### src/rtl/sonar_wb_pkg.sv
// Shared types for the sonar Wishbone master.
// FSM states and the 69-bit queued command bundle.
package sonar_wb_pkg;

  typedef enum logic [1:0] {
    IDLE = 2'd0,
    BUS  = 2'd1,
    RESP = 2'd2
  } wbm_state_t;

  typedef struct packed {
    logic        we;
    logic [31:0] adr;
    logic [31:0] dat;
    logic [3:0]  sel;
  } cmd_t;

endpackage

### src/rtl/sonar_cmd_fifo.sv
// First-word-fall-through command queue.
// Pointers carry one wrap bit to tell full from empty.
module sonar_cmd_fifo
  import sonar_wb_pkg::*;
#(
  parameter int DEPTH = 4
) (
  input  logic clk_i,
  input  logic rst_ni,
  input  logic push_i,
  input  cmd_t din_i,
  input  logic pop_i,
  output cmd_t dout_o,
  output logic full_o,
  output logic empty_o
);

  localparam int AW = (DEPTH > 1) ? $clog2(DEPTH) : 1;

  cmd_t        mem_q [DEPTH];
  logic [AW:0] wptr_q, wptr_d;
  logic [AW:0] rptr_q, rptr_d;
  logic        do_push;
  logic        do_pop;

  assign full_o  = (wptr_q[AW] != rptr_q[AW]) &&
                   (wptr_q[AW-1:0] == rptr_q[AW-1:0]);
  assign empty_o = (wptr_q == rptr_q);
  assign do_push = push_i && !full_o;
  assign do_pop  = pop_i && !empty_o;
  assign dout_o  = mem_q[rptr_q[AW-1:0]];

  // Pointer advance on accepted push/pop.
  always_comb begin
    wptr_d = wptr_q;
    rptr_d = rptr_q;
    if (do_push) wptr_d = wptr_q + 1'b1;
    if (do_pop)  rptr_d = rptr_q + 1'b1;
  end

  // Pointer registers; reset empties the queue.
  always_ff @(posedge clk_i or negedge rst_ni) begin
    if (!rst_ni) begin
      wptr_q <= '0;
      rptr_q <= '0;
    end else begin
      wptr_q <= wptr_d;
      rptr_q <= rptr_d;
    end
  end

  // Storage; contents are don't-care while empty.
  always_ff @(posedge clk_i) begin
    if (do_push) mem_q[wptr_q[AW-1:0]] <= din_i;
  end

endmodule

### src/rtl/sonar_wb_master.sv
// Queued Wishbone classic master with ack timeout.
// One bus cycle in flight; responses in command order.
module sonar_wb_master
  import sonar_wb_pkg::*;
#(
  parameter int TIMEOUT    = 16,
  parameter int FIFO_DEPTH = 4
) (
  input  logic        wb_clk_i,
  input  logic        wb_rst_i,
  input  logic        cmd_valid,
  output logic        cmd_ready,
  input  logic        cmd_we,
  input  logic [31:0] cmd_adr,
  input  logic [31:0] cmd_dat,
  input  logic [3:0]  cmd_sel,
  output logic        rsp_valid,
  input  logic        rsp_ready,
  output logic [31:0] rsp_dat,
  output logic        rsp_err,
  output logic        wbm_cyc_o,
  output logic        wbm_stb_o,
  output logic        wbm_we_o,
  output logic [31:0] wbm_adr_o,
  output logic [31:0] wbm_dat_o,
  output logic [3:0]  wbm_sel_o,
  input  logic        wbm_ack_i,
  input  logic [31:0] wbm_dat_i
);

  localparam logic [7:0] TO_LAST = 8'(TIMEOUT - 1);

  wbm_state_t  state_q, state_d;
  cmd_t        cmd_q, cmd_d;
  logic [7:0]  cnt_q, cnt_d;
  logic [31:0] rsp_dat_q, rsp_dat_d;
  logic        rsp_err_q, rsp_err_d;

  cmd_t fifo_din;
  cmd_t fifo_head;
  logic fifo_full;
  logic fifo_empty;
  logic fifo_pop;
  logic fifo_push;

  assign fifo_din  = '{we: cmd_we, adr: cmd_adr,
                       dat: cmd_dat, sel: cmd_sel};
  assign cmd_ready = !fifo_full;
  assign fifo_push = cmd_valid && !fifo_full;

  sonar_cmd_fifo #(
    .DEPTH (FIFO_DEPTH)
  ) u_fifo (
    .clk_i   (wb_clk_i),
    .rst_ni  (wb_rst_i),
    .push_i  (fifo_push),
    .din_i   (fifo_din),
    .pop_i   (fifo_pop),
    .dout_o  (fifo_head),
    .full_o  (fifo_full),
    .empty_o (fifo_empty)
  );

  // Next state: issue, wait for ack or expiry, hold response.
  always_comb begin
    state_d   = state_q;
    cmd_d     = cmd_q;
    cnt_d     = cnt_q;
    rsp_dat_d = rsp_dat_q;
    rsp_err_d = rsp_err_q;
    fifo_pop  = 1'b0;
    unique case (state_q)
      IDLE: begin
        if (!fifo_empty) begin
          fifo_pop = 1'b1;
          cmd_d    = fifo_head;
          cnt_d    = '0;
          state_d  = BUS;
        end
      end
      BUS: begin
        cnt_d = cnt_q + 8'd1;
        if (wbm_ack_i) begin
          rsp_dat_d = cmd_q.we ? 32'd0 : wbm_dat_i;
          rsp_err_d = 1'b0;
          cnt_d     = '0;
          state_d   = RESP;
        end else if (cnt_q == TO_LAST) begin
          rsp_dat_d = 32'd0;
          rsp_err_d = 1'b1;
          cnt_d     = '0;
          state_d   = RESP;
        end
      end
      RESP: begin
        if (rsp_ready) state_d = IDLE;
      end
      default: state_d = IDLE;
    endcase
  end

  // State and datapath registers; reset drops the bus at once.
  always_ff @(posedge wb_clk_i or negedge wb_rst_i) begin
    if (!wb_rst_i) begin
      state_q   <= IDLE;
      cmd_q     <= '0;
      cnt_q     <= '0;
      rsp_dat_q <= '0;
      rsp_err_q <= 1'b0;
    end else begin
      state_q   <= state_d;
      cmd_q     <= cmd_d;
      cnt_q     <= cnt_d;
      rsp_dat_q <= rsp_dat_d;
      rsp_err_q <= rsp_err_d;
    end
  end

  assign wbm_cyc_o = (state_q == BUS);
  assign wbm_stb_o = (state_q == BUS);
  assign wbm_we_o  = cmd_q.we;
  assign wbm_adr_o = cmd_q.adr;
  assign wbm_dat_o = cmd_q.dat;
  assign wbm_sel_o = cmd_q.sel;
  assign rsp_valid = (state_q == RESP);
  assign rsp_dat   = rsp_dat_q;
  assign rsp_err   = rsp_err_q;

endmodule

### config.mk
export PLATFORM = sky130hd
export DESIGN_NAME = sonar_wb_master
export DESIGN_NICKNAME = d
export VERILOG_FILES = /design/src/rtl/sonar_wb_pkg.sv /design/src/rtl/sonar_cmd_fifo.sv /design/src/rtl/sonar_wb_master.sv
export SDC_FILE = /design/constraint.sdc
export NUM_CORES = 1
export LEC_CHECK = 0
export BUFFER_PORTS_ARGS = -buffer_cell sky130_fd_sc_hd__buf_2
export CAP_MARGIN = 25
export CORE_UTILIZATION = 50
export CTS_CLUSTER_DIAMETER = 60
export DETAILED_ROUTE_END_ITERATION = 8
export HOLD_SLACK_MARGIN = 0.15
export PLACE_DENSITY = 0.74
export SYNTH_ARGS = -nofsm -noshare
export SYNTH_HDL_FRONTEND = slang
export SYNTH_SLANG_ARGS = --single-unit
### constraint.sdc
create_clock -name wb_clk_i -period 2.92 [get_ports wb_clk_i]
set_input_delay 0.292 -clock wb_clk_i [delete_from_list [all_inputs] [get_ports wb_clk_i]]
set_output_delay 0.292 -clock wb_clk_i [all_outputs]
set_load 0.01 [all_outputs]
==> flow_summary.json <==
{
  "ys_ff_latch": 394,
  "nNetsFinal": 1201,
  "period_minus_slack_ns": 2.23,
  "cts_tree": "built",
  "register_area_mm2": 0.0112,
  "synth_top_cell_area_share_pct": 55.7,
  "syn_inst": 744,
  "start_kind": "register",
  "crit_arrival_ns": 2.45,
  "vias_per_cell": 5.37,
  "io_pins": 212,
  "place_hpwl_um": 17900,
  "finClkSkew_ns": 0.0201,
  "vdd_drop_max_v": 0.000680,
  "slew_viol_final": 0,
  "end_kind": "register",
  "wire_per_inst_um": 19.9,
  "wl_met1_um": 12700,
  "cp_data_required_time_ns": 3.14,
  "multiInputGateArea_mm2": 0.00329,
  "placed_area_mm2": 0.0165,
  "drc": 0,
  "wl_met3_um": 1850,
  "ys_types": 37,
  "start_util_pct": 51.3,
  "root_buffer": "clkbuf_16",
  "setup_slack_ns": 0.688,
  "drv_cap": 0,
  "overflow": 0,
  "area_growth_pct": 26.9,
  "synth_area_leaders": "edfxtp_1, dfrtp_1, mux4_2",
  "place_congestion": 0.775,
  "clkTransAtPathRegs_ns": 0.05,
  "antenna_found_initial": 1,
  "cts_sinks": 394,
  "ys_seq_area_share_pct": 75.5,
  "grt_pass1_wl_um": 46900,
  "synth_flop_cell": "edfxtp_1",
  "crit_fanout": 18,
  "top_layer_used": "met4",
  "die-area_mm2": 0.0305,
  "core_mm2": 0.0290,
  "place_ws_ns": 0.674,
  "rows": 62,
  "portBuffers": 211,
  "fin_crit_sh_pct": 76.4,
  "fillCellCount": 1968,
  "async_flop_share_pct": 29.9,
  "postCtsResizedCells": 0,
  "syn_area_mm2": 0.0149,
  "outcome": "finished, final reports clean",
  "wl_met2_um": 14900,
  "tightest_slew_ns": 0.844,
  "relSlewSlack_pct": 43.7,
  "cts_setup_buffers": 0,
  "insertion_delay_ns": 0.53,
  "worstSetupPathType": "register to register",
  "die-width_um": 175,
  "finalHoldViolCount": 0,
  "htreeDepth": 2,
  "antenna_left": 0,
  "fmax_mhz": 448,
  "syn-num-nets": 856,
  "finalSetupTns_ns": 0,
  "synth_enable_flop_cells": 276,
  "leakagePower_nw": 7.18,
  "avgSynthCellArea_um2": 20.0,
  "numCtsBuffers": 41,
  "yosys.area.top_type": "edfxtp_1",
  "final_util_pct": 65.1,
  "powerDensity_mw_per_mm2": 1050,
  "grt_pass1_vias": 8494,
  "clock_path_buffers": 3,
  "drive_above_1_share_pct": 38.7,
  "firstDrtPassIters": 6,
  "hp-class": "input port to register",
  "track_usage_pct": 20.2,
  "fp.dieH_um": 175,
  "design_area_mm2": 0.0189,
  "rsz0062_at_grt": "no",
  "num_vias": 8078,
  "yosys_warnings": 0,
  "grt_start_max_net_pins": 75,
  "first_iter_violations": 442,
  "finalSetupViolations": 0,
  "wl_um": 30000
}
-- path summary, 6_finish.rpt --
path,slack (ns),to,startpoint,cells after the start
max in group asynchronous,1.78,wbm_dat_o[7],wb_rst_i,3
worst min register to register,0.50,wbm_dat_o[16],wbm_dat_o[16],1
worst max-delay path,0.69,u_fifo.mem_q[0][24],u_fifo.rptr_q[0],4
worst max register to register,0.69,u_fifo.mem_q[0][24],u_fifo.rptr_q[0],4
worst min-delay path,0.25,cnt_q[4],wbm_ack_i,4
min in group asynchronous,0.35,rsp_dat[22],wb_rst_i,2
-- stage by stage --
stage          power (mW)  hold slack [ns]  std cells
6_report             19.8            0.249       1505
5_1_grt              20.8            0.297       1505
4_1_cts              20.0            0.241       1503
3_5_place_dp         14.8            0.374       1326
3_3_place_gp         14.6            0.383       1326
2_1_floorplan        12.7         -0.00359        744
-- layout make-up --
type	instances	area share [%]
diodes	1	0.0132
clock inverters	15	0.868
clock buffers	59	6.17
inverters	40	0.795
repair buffers	340	12.7
multi-input cells	272	17.4
flip-flops and latches	394	59.5
well taps	384	2.54
-- cell families (layout without fill, tap and decap cells) --
| group | count (synthesis) | in the layout | share of synthesized area, % |
|---|---|---|---|
| other cells | 0 | 1 | 0 |
| simple gates | 64 | 64 | 3.00 |
| compound gates | 53 | 53 | 2.02 |
| xor+xnor | 10 | 10 | 0.739 |
| flops | 394 | 394 | 75.5 |
| mux | 139 | 139 | 15.7 |
| buf+inv | 78 | 454 | 2.52 |
| fa+ha+maj | 6 | 6 | 0.504 |
-- registers in the layout, indices dropped and copies added (netlist names) --
signal,cells
cnt_q,8
rsp_dat,32
rsp_err,1
state_q,2
u_fifo.mem_q,276
u_fifo.rptr_q,3
u_fifo.wptr_q,3
wbm_adr_o,32
wbm_dat_o,32
wbm_sel_o,4
wbm_we_o,1
-- repair_timing --
item                                    CTS  global route
endpoints found under the setup margin    0             0
hold endpoints to repair                380             0
hold buffers                            103             0
-- worst max-delay path, cell delays in order, from the launching register on --
cell and delay (ns):
dfrtp_4 0.50, xnor2_1 0.16, a31oi_1 0.52, and2_4 0.46, buf_4 0.29
-- Yosys cell counts, types with 2 or more instances --
cell type,instances
edfxtp_1,276
dfrtp_1,118
mux4_2,69
mux2_2,60
inv_1,39
o21ai_0,38
nand4b_1,32
clkbuf_1,16
buf_2,12
mux2_1,10
buf_6,8
a21oi_1,7
ha_1,6
nand2_1,6
nor2_1,6
and2_1,5
xnor2_1,5
nand3_1,3
xor2_2,3
buf_4,2
nand2b_1,2
nand4_1,2
nor3_1,2
o31ai_1,2
or4_1,2
xor2_1,2
-- cells in the final DEF, fill, tap and decap left out, drive strengths merged, types with 2 or more instances in the layout --
cell type / netlist / layout
bufinv: 0 / 3
mux2: 70 / 70
nand4: 2 / 2
nand2b: 2 / 2
o31ai: 3 / 3
ha: 6 / 6
or4: 2 / 2
clkinv: 1 / 10
xnor2: 5 / 5
inv: 39 / 40
dlygate4sd3: 0 / 103
nor2: 6 / 6
nand2: 6 / 6
and2: 5 / 5
nand3: 3 / 3
clkbuf: 16 / 59
nand4b: 32 / 32
nor3: 2 / 2
a21oi: 7 / 7
buf: 22 / 237
edfxtp: 276 / 276
dfrtp: 118 / 118
xor2: 5 / 5
clkinvlp: 0 / 2
o21ai: 38 / 38
mux4: 69 / 69
-- layer usage --
metal / global-route usage [%] / vias up
met5: 0 / -
met3: 3.74 / 41
li1: - / 3631
met4: 5.54 / 0
met2: 33.8 / 305
met1: 27.4 / 4101
-- report_power, final --
group | internal [mW] | switching, mW
logic | 3.10 | 3.14
registers | 7.73 | 0.738
clock network | 3.04 | 2.02
total | 13.9 | 5.90
Note: power is estimated with default switching activity, not from simulation.
